## src/rtl/ram_port_arbiter_pkg.sv

```systemverilog
// Shared types and defaults for the RAM port arbiter.
package ram_arb_pkg;

  localparam int DEF_NREQ = 4;
  localparam int DEF_AW   = 8;
  localparam int DEF_DW   = 32;

  typedef enum logic {
    IDLE = 1'b0,
    OWN  = 1'b1
  } arb_state_e;

  function automatic int idx_w(input int n);
    return $clog2(n);
  endfunction

endpackage

```

## src/rtl/ram_port_arbiter_if.sv

```systemverilog
// Requester command/response bus plus the RAM port, as seen by the arbiter.
interface ram_port_arbiter_if
  import ram_arb_pkg::*;
#(
  parameter int NREQ = DEF_NREQ,
  parameter int AW   = DEF_AW,
  parameter int DW   = DEF_DW
) ();

  localparam int IW = idx_w(NREQ);

  logic [NREQ-1:0]    reqValid;
  logic [NREQ-1:0]    reqReady;
  logic [NREQ-1:0]    reqWrite;
  logic [NREQ*AW-1:0] reqAddr;
  logic [NREQ*DW-1:0] reqWData;
  logic [NREQ-1:0]    rspValid;
  logic [DW-1:0]      rspData;
  logic [IW-1:0]      grantId;
  logic               ramEn;
  logic               ramWrite;
  logic [AW-1:0]      ramAddr;
  logic [DW-1:0]      ramWData;
  logic [DW-1:0]      ramRData;

  // master: requesters plus the RAM model
  modport master (
    output reqValid, reqWrite, reqAddr, reqWData, ramRData,
    input  reqReady, rspValid, rspData, grantId, ramEn, ramWrite, ramAddr, ramWData
  );

  modport slave (
    input  reqValid, reqWrite, reqAddr, reqWData, ramRData,
    output reqReady, rspValid, rspData, grantId, ramEn, ramWrite, ramAddr, ramWData
  );

endinterface

```

## src/rtl/ram_port_arbiter_rr_pick.sv

```systemverilog
// Combinational round-robin picker: first set request after i_ptr, wrapping.
module rr_pick
  import ram_arb_pkg::*;
#(
  parameter int NREQ = DEF_NREQ,
  localparam int IW  = idx_w(NREQ)
) (
  input  logic [NREQ-1:0] i_req,
  input  logic [IW-1:0]   i_ptr,
  output logic [NREQ-1:0] o_gnt,
  output logic [IW-1:0]   o_idx,
  output logic            o_any
);

  logic [IW-1:0] w_c;

  always_comb begin
    o_gnt = '0;
    o_idx = i_ptr;
    o_any = 1'b0;
    w_c   = i_ptr;
    for (int k = 0; k < NREQ; k++) begin
      w_c = (w_c == IW'(NREQ-1)) ? '0 : w_c + 1'b1;
      if (!o_any && i_req[w_c]) begin
        o_any      = 1'b1;
        o_gnt[w_c] = 1'b1;
        o_idx      = w_c;
      end
    end
  end

endmodule

```

## src/rtl/ram_port_arbiter.sv

```systemverilog
// Round-robin arbiter sharing one RAM port among NREQ requesters, with read return.
// Define RAM_ARB_BURST_EN to let an owner hold the grant for up to MAXBURST beats.
module ram_port_arbiter
  import ram_arb_pkg::*;
#(
  parameter int NREQ     = DEF_NREQ,
  parameter int AW       = DEF_AW,
  parameter int DW       = DEF_DW,
  parameter int MAXBURST = 4
) (
  input logic              clk,
  input logic              rst,
  ram_port_arbiter_if.slave bus
);

  localparam int IW = idx_w(NREQ);

  if (NREQ < 2 || NREQ > 8) begin : g_bad_nreq
    $error("ram_port_arbiter: NREQ must be 2..8");
  end
  if (MAXBURST < 1) begin : g_bad_burst
    $error("ram_port_arbiter: MAXBURST must be >= 1");
  end

  logic [IW-1:0]   r_ptr;
  logic [IW-1:0]   r_rdId;
  logic            r_rdPend;

  logic [NREQ-1:0] w_pick_gnt;
  logic [IW-1:0]   w_pick_idx;
  logic            w_pick_any;
  logic            w_keep;
  logic            w_any;
  logic [NREQ-1:0] w_own_oh;
  logic [NREQ-1:0] w_gnt;
  logic [IW-1:0]   w_idx;
  logic            w_ram_write;
  logic [AW-1:0]   w_ram_addr;
  logic [DW-1:0]   w_ram_wdata;

  rr_pick #(.NREQ(NREQ)) u_pick (
    .i_req (bus.reqValid),
    .i_ptr (r_ptr),
    .o_gnt (w_pick_gnt),
    .o_idx (w_pick_idx),
    .o_any (w_pick_any)
  );

`ifdef RAM_ARB_BURST_EN
  localparam int CW = idx_w(MAXBURST + 1);

  arb_state_e    r_state, w_state_nxt;
  logic [CW-1:0] r_cnt, w_cnt_nxt;

  // r_ptr always holds the last winner, so in OWN it names the owner
  assign w_keep = (r_state == OWN) && bus.reqValid[r_ptr] && (r_cnt < CW'(MAXBURST));

  always_ff @(posedge clk or posedge rst) begin
    if (rst) begin
      r_state <= IDLE;
      r_cnt   <= '0;
    end else begin
      r_state <= w_state_nxt;
      r_cnt   <= w_cnt_nxt;
    end
  end

  // w_keep implies r_cnt < MAXBURST, so the increment cannot wrap
  always_comb begin
    w_state_nxt = IDLE;
    w_cnt_nxt   = '0;
    if (w_any) begin
      w_state_nxt = OWN;
      w_cnt_nxt   = w_keep ? r_cnt + 1'b1 : CW'(1);
    end
  end
`else
  assign w_keep = 1'b0;
`endif

  assign w_own_oh = NREQ'(1) << r_ptr;
  assign w_any    = !rst && (w_keep || w_pick_any);
  assign w_gnt    = w_any ? (w_keep ? w_own_oh : w_pick_gnt) : '0;
  assign w_idx    = w_keep ? r_ptr : w_pick_idx;

  always_comb begin
    w_ram_write = 1'b0;
    w_ram_addr  = '0;
    w_ram_wdata = '0;
    for (int i = 0; i < NREQ; i++) begin
      if (w_gnt[i]) begin
        w_ram_write = w_ram_write | bus.reqWrite[i];
        w_ram_addr  = w_ram_addr  | bus.reqAddr[i*AW +: AW];
        w_ram_wdata = w_ram_wdata | bus.reqWData[i*DW +: DW];
      end
    end
  end

  always_ff @(posedge clk or posedge rst) begin
    if (rst) begin
      r_ptr    <= IW'(NREQ-1);
      r_rdPend <= 1'b0;
      r_rdId   <= '0;
    end else begin
      r_rdPend <= w_any && !w_ram_write;
      if (w_any) begin
        r_ptr  <= w_idx;
        r_rdId <= w_idx;
      end
    end
  end

  assign bus.reqReady = w_gnt;
  assign bus.ramEn    = w_any;
  assign bus.ramWrite = w_ram_write;
  assign bus.ramAddr  = w_ram_addr;
  assign bus.ramWData = w_ram_wdata;
  assign bus.grantId  = w_any ? w_idx : r_ptr;
  assign bus.rspValid = r_rdPend ? (NREQ'(1) << r_rdId) : '0;
  assign bus.rspData  = bus.ramRData;

endmodule

```

## src/flat_wrapper.sv

```systemverilog
// flat-port wrapper written by rule: the top's interface ports become plain ports
module ram_port_arbiter_flat import ram_arb_pkg::*;
#(
  parameter int NREQ     = DEF_NREQ,
  parameter int AW       = DEF_AW,
  parameter int DW       = DEF_DW,
  parameter int MAXBURST = 4
)
  (clk, rst, bus_reqValid, bus_reqWrite, bus_reqAddr, bus_reqWData, bus_ramRData, bus_reqReady, bus_rspValid, bus_rspData, bus_grantId, bus_ramEn, bus_ramWrite, bus_ramAddr, bus_ramWData);
  ram_port_arbiter_if #(.NREQ(NREQ), .AW(AW), .DW(DW)) bus_i ();
  input logic clk;
  input logic rst;
  input wire logic [$bits(bus_i.reqValid)-1:0] bus_reqValid;
  input wire logic [$bits(bus_i.reqWrite)-1:0] bus_reqWrite;
  input wire logic [$bits(bus_i.reqAddr)-1:0] bus_reqAddr;
  input wire logic [$bits(bus_i.reqWData)-1:0] bus_reqWData;
  input wire logic [$bits(bus_i.ramRData)-1:0] bus_ramRData;
  output wire logic [$bits(bus_i.reqReady)-1:0] bus_reqReady;
  output wire logic [$bits(bus_i.rspValid)-1:0] bus_rspValid;
  output wire logic [$bits(bus_i.rspData)-1:0] bus_rspData;
  output wire logic [$bits(bus_i.grantId)-1:0] bus_grantId;
  output wire logic [$bits(bus_i.ramEn)-1:0] bus_ramEn;
  output wire logic [$bits(bus_i.ramWrite)-1:0] bus_ramWrite;
  output wire logic [$bits(bus_i.ramAddr)-1:0] bus_ramAddr;
  output wire logic [$bits(bus_i.ramWData)-1:0] bus_ramWData;
  assign bus_i.reqValid = bus_reqValid;
  assign bus_i.reqWrite = bus_reqWrite;
  assign bus_i.reqAddr = bus_reqAddr;
  assign bus_i.reqWData = bus_reqWData;
  assign bus_i.ramRData = bus_ramRData;
  assign bus_reqReady = bus_i.reqReady;
  assign bus_rspValid = bus_i.rspValid;
  assign bus_rspData = bus_i.rspData;
  assign bus_grantId = bus_i.grantId;
  assign bus_ramEn = bus_i.ramEn;
  assign bus_ramWrite = bus_i.ramWrite;
  assign bus_ramAddr = bus_i.ramAddr;
  assign bus_ramWData = bus_i.ramWData;
  ram_port_arbiter #(.NREQ(NREQ), .AW(AW), .DW(DW), .MAXBURST(MAXBURST)) u_core (.clk(clk), .rst(rst), .bus(bus_i));
endmodule
```

## config.mk

```make
export PLATFORM = sky130hd
export DESIGN_NAME = ram_port_arbiter_flat
export DESIGN_NICKNAME = d
export VERILOG_FILES = /design/src/rtl/ram_port_arbiter_pkg.sv /design/src/rtl/ram_port_arbiter_if.sv /design/src/rtl/ram_port_arbiter_rr_pick.sv /design/src/rtl/ram_port_arbiter.sv /design/src/flat_wrapper.sv
export SDC_FILE = /design/constraint.sdc
export NUM_CORES = 1
export LEC_CHECK = 0
export ABC_AREA = 0
export BUFFER_PORTS_ARGS = -buffer_cell sky130_fd_sc_hd__buf_4
export CELL_PAD_IN_SITES_DETAIL_PLACEMENT = 0
export CELL_PAD_IN_SITES_GLOBAL_PLACEMENT = 1
export CORE_AREA = 2 2 110 112
export CTS_CLUSTER_SIZE = 12
export DETAILED_ROUTE_END_ITERATION = 8
export DIE_AREA = 0 0 112 114
export PLACE_DENSITY_LB_ADDON = 0.1
export SLEW_MARGIN = 25
export SYNTH_ARGS = -nofsm -noshare
export SYNTH_HDL_FRONTEND = slang
export SYNTH_SLANG_ARGS = --single-unit
export TNS_END_PERCENT = 100
```

## constraint.sdc

```tcl
create_clock -name clk -period 5.5 [get_ports clk]
set_input_delay 1.1 -clock clk [delete_from_list [all_inputs] [get_ports clk]]
set_output_delay 1.1 -clock clk [all_outputs]
set_load 0.01 [all_outputs]
```

## Word-level counts from Yosys, hierarchy flattened

Cells that the tools add are included.

| cells by class | value |
|---|---|
| add/subtract/negate cells | 4 |
| order comparisons | 8 |
| equal/unequal tests | 4 |
| shift-type cells | 1 |
| multiplexer cells | 47 |
| bitwise logic cells | 12 |
| reductions and logical operators | 14 |

Operators with widths:

| cell | number |
|---|---|
| 32-bit 2-to-1 mux | 4 |
| 32-bit OR | 3 |
| 8-bit 2-to-1 mux | 4 |
| 4-bit 2-to-1 mux | 6 |
| 8-bit OR | 3 |
| 2-bit 2-to-1 mux | 9 |
| 1-bit 2-to-1 mux | 16 |
| 2-bit by 3-bit less-than comparator with 1-bit output (second input constant) | 4 |
| 4-bit OR | 3 |
| 1-bit logical AND | 9 |
| 2-bit by 1-bit adder with 2-bit output (second input constant) | 4 |
| 1-bit binary-select mux with 2-bit select | 4 |
| 1-bit demux with 2-bit select | 4 |
| 2-bit equality test (second input constant) | 4 |
| 2-bit by 1-bit greater-or-equal comparator with 1-bit output (second input constant) | 4 |
| 1-bit zero test | 5 |
| 1-bit by 2-bit << shifter with 4-bit output (first input constant) | 1 |
| 1-bit OR | 3 |

| storage, ports and cells | value |
|---|---|
| bits in registers | 5 |
| input port bits | 202 |
| output and inout bits | 84 |

## Longest topological paths before layout

| depth | value |
|---|---|
| depth in word-level cells | 25 |
| gate-level depth with buffers | 12 |
| depth with buffers taken out | 8 |

## Hierarchy

From an unflattened synthesis, not the netlist that was laid out.

| second synthesis, totals | value |
|---|---|
| cells, all modules | 281 |
| area total of the unflattened synthesis | 2,078.2 µm² |

Modules (own cells, without submodules):

| module | instances | cells an instance | area each (µm²) | sequential area each (µm²) |
|---|---|---|---|---|
| ram_port_arbiter | 1 | 202 | 1,473.9 | 127.6 |
| rr_pick | 1 | 79 | 604.3 | 0.0 |

## Least setup slack after synthesis

No wires, ideal clock.

| timing path | value |
|---|---|
| kind | reg-to-output |
| start point | register u_core.r_ptr[0] |
| end point | output port bus_ramWData[23] |
| arrival time | 3.137 ns |
| slack | 1.263 ns |
| cell stages (with the launch flop) | 12 |
| path buffers | 4 |
| cell sequence | dfstp_2 > buf_4 > inv_1 > ha_1 > buf_2 > mux4_2 > buf_6 > or4_1 > a31oi_2 > buf_2 > a22o_1 > a221o_1 |

| on the way | value |
|---|---|
| elaborated cells on any way between the ends | 66 |
| classes of those cells | add/sub (4); order compare (8); eq/ne (4); mux (33); bitwise (6); reduce/logical (11) |

RTL lines:

| what | line | source |
|---|---|---|
| from (decl) | ram_port_arbiter.sv:25 | `logic [IW-1:0] r_ptr;` |
| from (signal assigned) | ram_port_arbiter.sv:101 | `r_ptr <= IW'(NREQ-1);` |
| from (signal assigned) | ram_port_arbiter.sv:107 | `r_ptr <= w_idx;` |
| 2-bit by 1-bit adder with 2-bit output or 2-bit equality test (tied branches) | ram_port_arbiter_rr_pick.sv:23 | `w_c = (w_c == IW'(NREQ-1)) ? '0 : w_c + 1'b1;` |
| 2-bit 2-to-1 mux (*) | ram_port_arbiter_rr_pick.sv:23 |  |
| parallel branches: the longest is 13 deep, another holds 2-bit by 3-bit less-than comparator with 1-bit output | -- |  |
| 4-bit 2-to-1 mux (*) | ram_port_arbiter.sv:83 | `assign w_gnt = w_any ? (w_keep ? w_own_oh : w_pick_gnt) : '0;` |
| via bus_reqReady[3] | flat_wrapper.sv:18 | `output wire logic [$bits(bus_i.reqReady)-1:0] bus_reqReady;` |
| 32-bit 2-to-1 mux (*) | ram_port_arbiter.sv:91 | `if (w_gnt[i]) begin` |
| to (decl) | flat_wrapper.sv:25 | `output wire logic [$bits(bus_i.ramWData)-1:0] bus_ramWData;` |

Mark *: on every way through the listed nets, which the timed path passes. The select of a mux whose other input is x is not followed.

## Worst setup path after layout

| timing path | value |
|---|---|
| start point | register u_core.r_ptr[0] |
| end point | output port bus_ramAddr[4] |

| on the way | value |
|---|---|
| longest elaborated chain between the ends | 23 |
| elaborated cells on any way between the ends | 66 |
| classes of those cells | add/sub (4); order compare (8); eq/ne (4); mux (33); bitwise (6); reduce/logical (11) |

Ends and longest elaborated chain:

| what | line | source |
|---|---|---|
| 2-bit by 1-bit adder with 2-bit output or 2-bit equality test (tied branches) | ram_port_arbiter_rr_pick.sv:23 |  |
| 2-bit 2-to-1 mux (*) | ram_port_arbiter_rr_pick.sv:23 |  |
| parallel branches: the longest is 13 deep, another holds 2-bit by 3-bit less-than comparator with 1-bit output | -- |  |
| 4-bit 2-to-1 mux (*) | ram_port_arbiter.sv:83 |  |
| 8-bit 2-to-1 mux | ram_port_arbiter.sv:91 |  |
| 8-bit OR | ram_port_arbiter.sv:93 | `w_ram_addr = w_ram_addr \| bus.reqAddr[i*AW +: AW];` |
| 8-bit 2-to-1 mux | ram_port_arbiter.sv:91 |  |
| 8-bit OR | ram_port_arbiter.sv:93 |  |
| 8-bit 2-to-1 mux | ram_port_arbiter.sv:91 |  |
| 8-bit OR | ram_port_arbiter.sv:93 |  |
| 8-bit 2-to-1 mux (*) | ram_port_arbiter.sv:91 |  |
| to (decl) | flat_wrapper.sv:24 | `output wire logic [$bits(bus_i.ramAddr)-1:0] bus_ramAddr;` |

Every way passes the cells marked *. The select of a mux whose other input is x is not followed.

==> flow_summary.ini <==
[run_status]
run_status = finished clean

[clocking]
cts_hold_buf = 0
clk-insertion-delay-late_ps = 230
cts_tree = yes
clk_path_buf_depth = 2
cts.clk_slew.worst_paths_ps = 30
root_buffer = clkbuf_16
numCtsBuffers = 3
htree_num_levels = 1
cts.sinks = 5
postCtsSetupBuffers = 0
cts-resized-gates = 0

[die]
ios = 286
die_width_microns = 112
initial_utilization_pct = 17.10
fp.dieH_microns = 114
dieArea_sq_um = 12770
row_count = 40
core_area_sq_um = 11710

[worst_setup_path]
critical_path_required_ps = 4400
worstSetupPathType = reg2out
cp.arrival_ps = 3910
cpMostUsedCell = buf_4
end_kind = output port
crit_chain = inv_1, ha_1, mux4_2, or4_1, a31oi_4, buf_4, a22o_1, a221o_1, buf_4
worst_path_largest_cell_delay_ps = 750
slowest_stage = dfstp_2
startpoint_type = register
cp_max_fo = 42

[detailed_routing]
drt_iter0_markers = 130
remaining_drc_errors = 0
vias = 2661
viasPerCell = 4.838
ant_nets = 0
wl_per_cell_microns = 19.14
drt_wl_total_microns = 10530
dr.pass1.iters = 4

[timing]
fin_crit_ps = 5014
setup_tns_ps = 0
final_max_slew_viol_count = 0
fin_ws_ps = 485.9
finalHoldViolCount = 0
fin_crit_sh_pct = 91.16
setup_viol = 0
fmax_ghz = 0.1994
clock_skew_ps = 1.035
tightest_slew_ps = 569.3
rsz0062_at_grt = false
slew_headroom_pct = 62.05

[grt]
grt_overflow_total = 0
antenna_found_initial = 0
grt_pass1_wl_microns = 14810
track_usage_pct = 14.66
grt_pass1_vias = 2448
grt_max_degree = 43

[place]
dp_slack_ps = 713.2
portBuffers = 221
gp_congestion = 0.7882
dpl.hpwl_microns = 8281

[pwr]
p_clk_share_pct = 5.9
p_comb_share_pct = 89.1
p_switching_uw = 938.9
p_int_uw = 1103
switching_share_pct = 45.99
cellPowerDensity_nw_per_um2 = 566.8
power_leakage_uw = 0.001770
vdd_drop_max_v = 0.0003389
seq_power_share_pct = 5.0

[synth]
synth_area_sq_um = 2003
ys_ff_latch = 5
synth_edf_count = 0
yosys_most_used_dff = dfrtp_1
seq_area_frac_synth_pct = 6.371
synth_nets = 433
syn_inst = 225
synth_cell_types = 52
synth-async-reset-ratio_pct = 100.0
syn_area_per_cell_sq_um = 8.903
ys_warn_count = 0

[finish]
layout-drive-gt1-share_pct = 63.03
fillers = 1268
nNetsFinal = 612
syn_to_final_growth_pct = 79.82
diodes = 0

[hold_path]
hold_class = reg2reg

[job]
max-cap-violations = 0
[cell type report]
class                           count  area, sq um  area share [%]
Tap cell                          147        183.9           5.106
Inverter                            8        30.03          0.8336
Timing Repair Buffer              226         1709           47.45
Sequential cell                     5        127.6           3.543
Multi-Input combinational cell    160         1473           40.88
Clock buffer                        4        78.83           2.188
[kinds of logic (layout without fill, tap and decap cells)]
logic type	after synthesis	in the layout	synth area share, %
mux	6	6	4.559
compound gates	112	112	53.09
simple gates	36	36	11.06
buf+inv	60	238	21.17
fa+ha+maj	6	6	3.748
flops	5	5	6.371
[worst paths after layout]
kind / start / to / slack, ps / depth (start not counted)
worst min-delay path: u_core.r_rdId[1]$_DFFE_PP0P_ / u_core.r_rdId[1]$_DFFE_PP0P_ / 540 / 1
max in group asynchronous: rst / u_core.r_ptr[0]$_DFF_PP1_ / 4410 / 2
min in group asynchronous: rst / u_core.r_rdId[1]$_DFFE_PP0P_ / 820 / 2
worst max register to register: u_core.r_ptr[0]$_DFF_PP1_ / u_core.r_rdPend$_DFF_PP0_ / 1890 / 8
worst max-delay path: u_core.r_ptr[0]$_DFF_PP1_ / bus_ramAddr[4] / 490 / 9
worst min register to register: u_core.r_rdId[1]$_DFFE_PP0P_ / u_core.r_rdId[1]$_DFFE_PP0P_ / 540 / 1
[cells in the mapped netlist (2+ instances only)]
library cell,count,area (sq um)
buf_2,6,30.03
and3b_1,3,26.28
a221oi_2,2,30.03
nand2_1,8,30.03
dfrtp_1,3,75.07
o211ai_1,2,15.01
buf_4,33,247.7
clkbuf_1,4,15.01
mux2i_1,2,20.02
o21a_1,2,15.01
nand3_1,2,10.01
ha_1,6,75.07
a21oi_1,3,15.01
a21oi_2,3,26.28
nor2_1,4,15.01
a21o_1,2,15.01
inv_1,8,30.03
a221o_1,40,400.4
or3_2,2,15.01
nor3_2,2,20.02
buf_6,9,101.4
a211o_1,2,17.52
nor3_1,4,20.02
nor3b_1,3,22.52
o21ai_0,2,10.01
a22o_1,40,350.3
mux4_2,2,45.04
dfstp_2,2,52.55
[power by group through the flow]
stage               clock network, uW  logic (uW)  registers (uW)
detailed placement                  0        1830             103
finish                            120        1820             102
global route                      124        1970             109
global placement                    0        1860             101
floorplan                           0        1180            82.9
CTS                               120        1840             103
[placed cells by master (no fill, tap or decap), types with 3 or more instances in the layout]
master       n
and3b_1      3
nand2_1      8
ha_1         6
a22o_1      40
clkbuf_16    3
dfrtp_1      3
nor3b_1      3
nor2_1       4
buf_4      225
nor3_1       4
a21oi_1      3
inv_1        8
a221o_1     40
[layer usage]
layer / track usage [%] / vias up / part of all wire [%]
met5: 0 / - / 0
li1: - / 1266 / -
met1: 18.21 / 1246 / 40
met2: 26.18 / 139 / 51
met3: 4.038 / 10 / 8.5
met4: 1.789 / 0 / 0.89
[registers in the layout (all words and copies together), names as in the netlist]
name             cells
u_core.r_ptr         2
u_core.r_rdId        2
u_core.r_rdPend      1
[per-stage QoR]
step | area, sq um | hold WS (ps) | util, % | total power [uW] | instances
2_1_floorplan | 2003 | 500.3 | - | 1266 | 225
3_3_place_gp | 3523 | 537.9 | 30.09 | 1960 | 546
3_5_place_dp | 3523 | 541.8 | 30.09 | 1937 | 546
4_1_cts | 3602 | 549.1 | 30.76 | 2063 | 550
5_1_grt | 3602 | 556.9 | 30.76 | 2201 | 550
6_report | 3602 | 536.9 | 30.76 | 2042 | 550
[critical path: cells and delay by family (launching register included)]
family                     cells  cell delay, ps
AOI/OAI and AO/OA              3             470
adders and majority gates      1             560
buffers and inverters          3             780
DFF                            1             750
muxes                          1             480
and+or+nand+nor                1             590
Power figures use the tool's default switching activity.
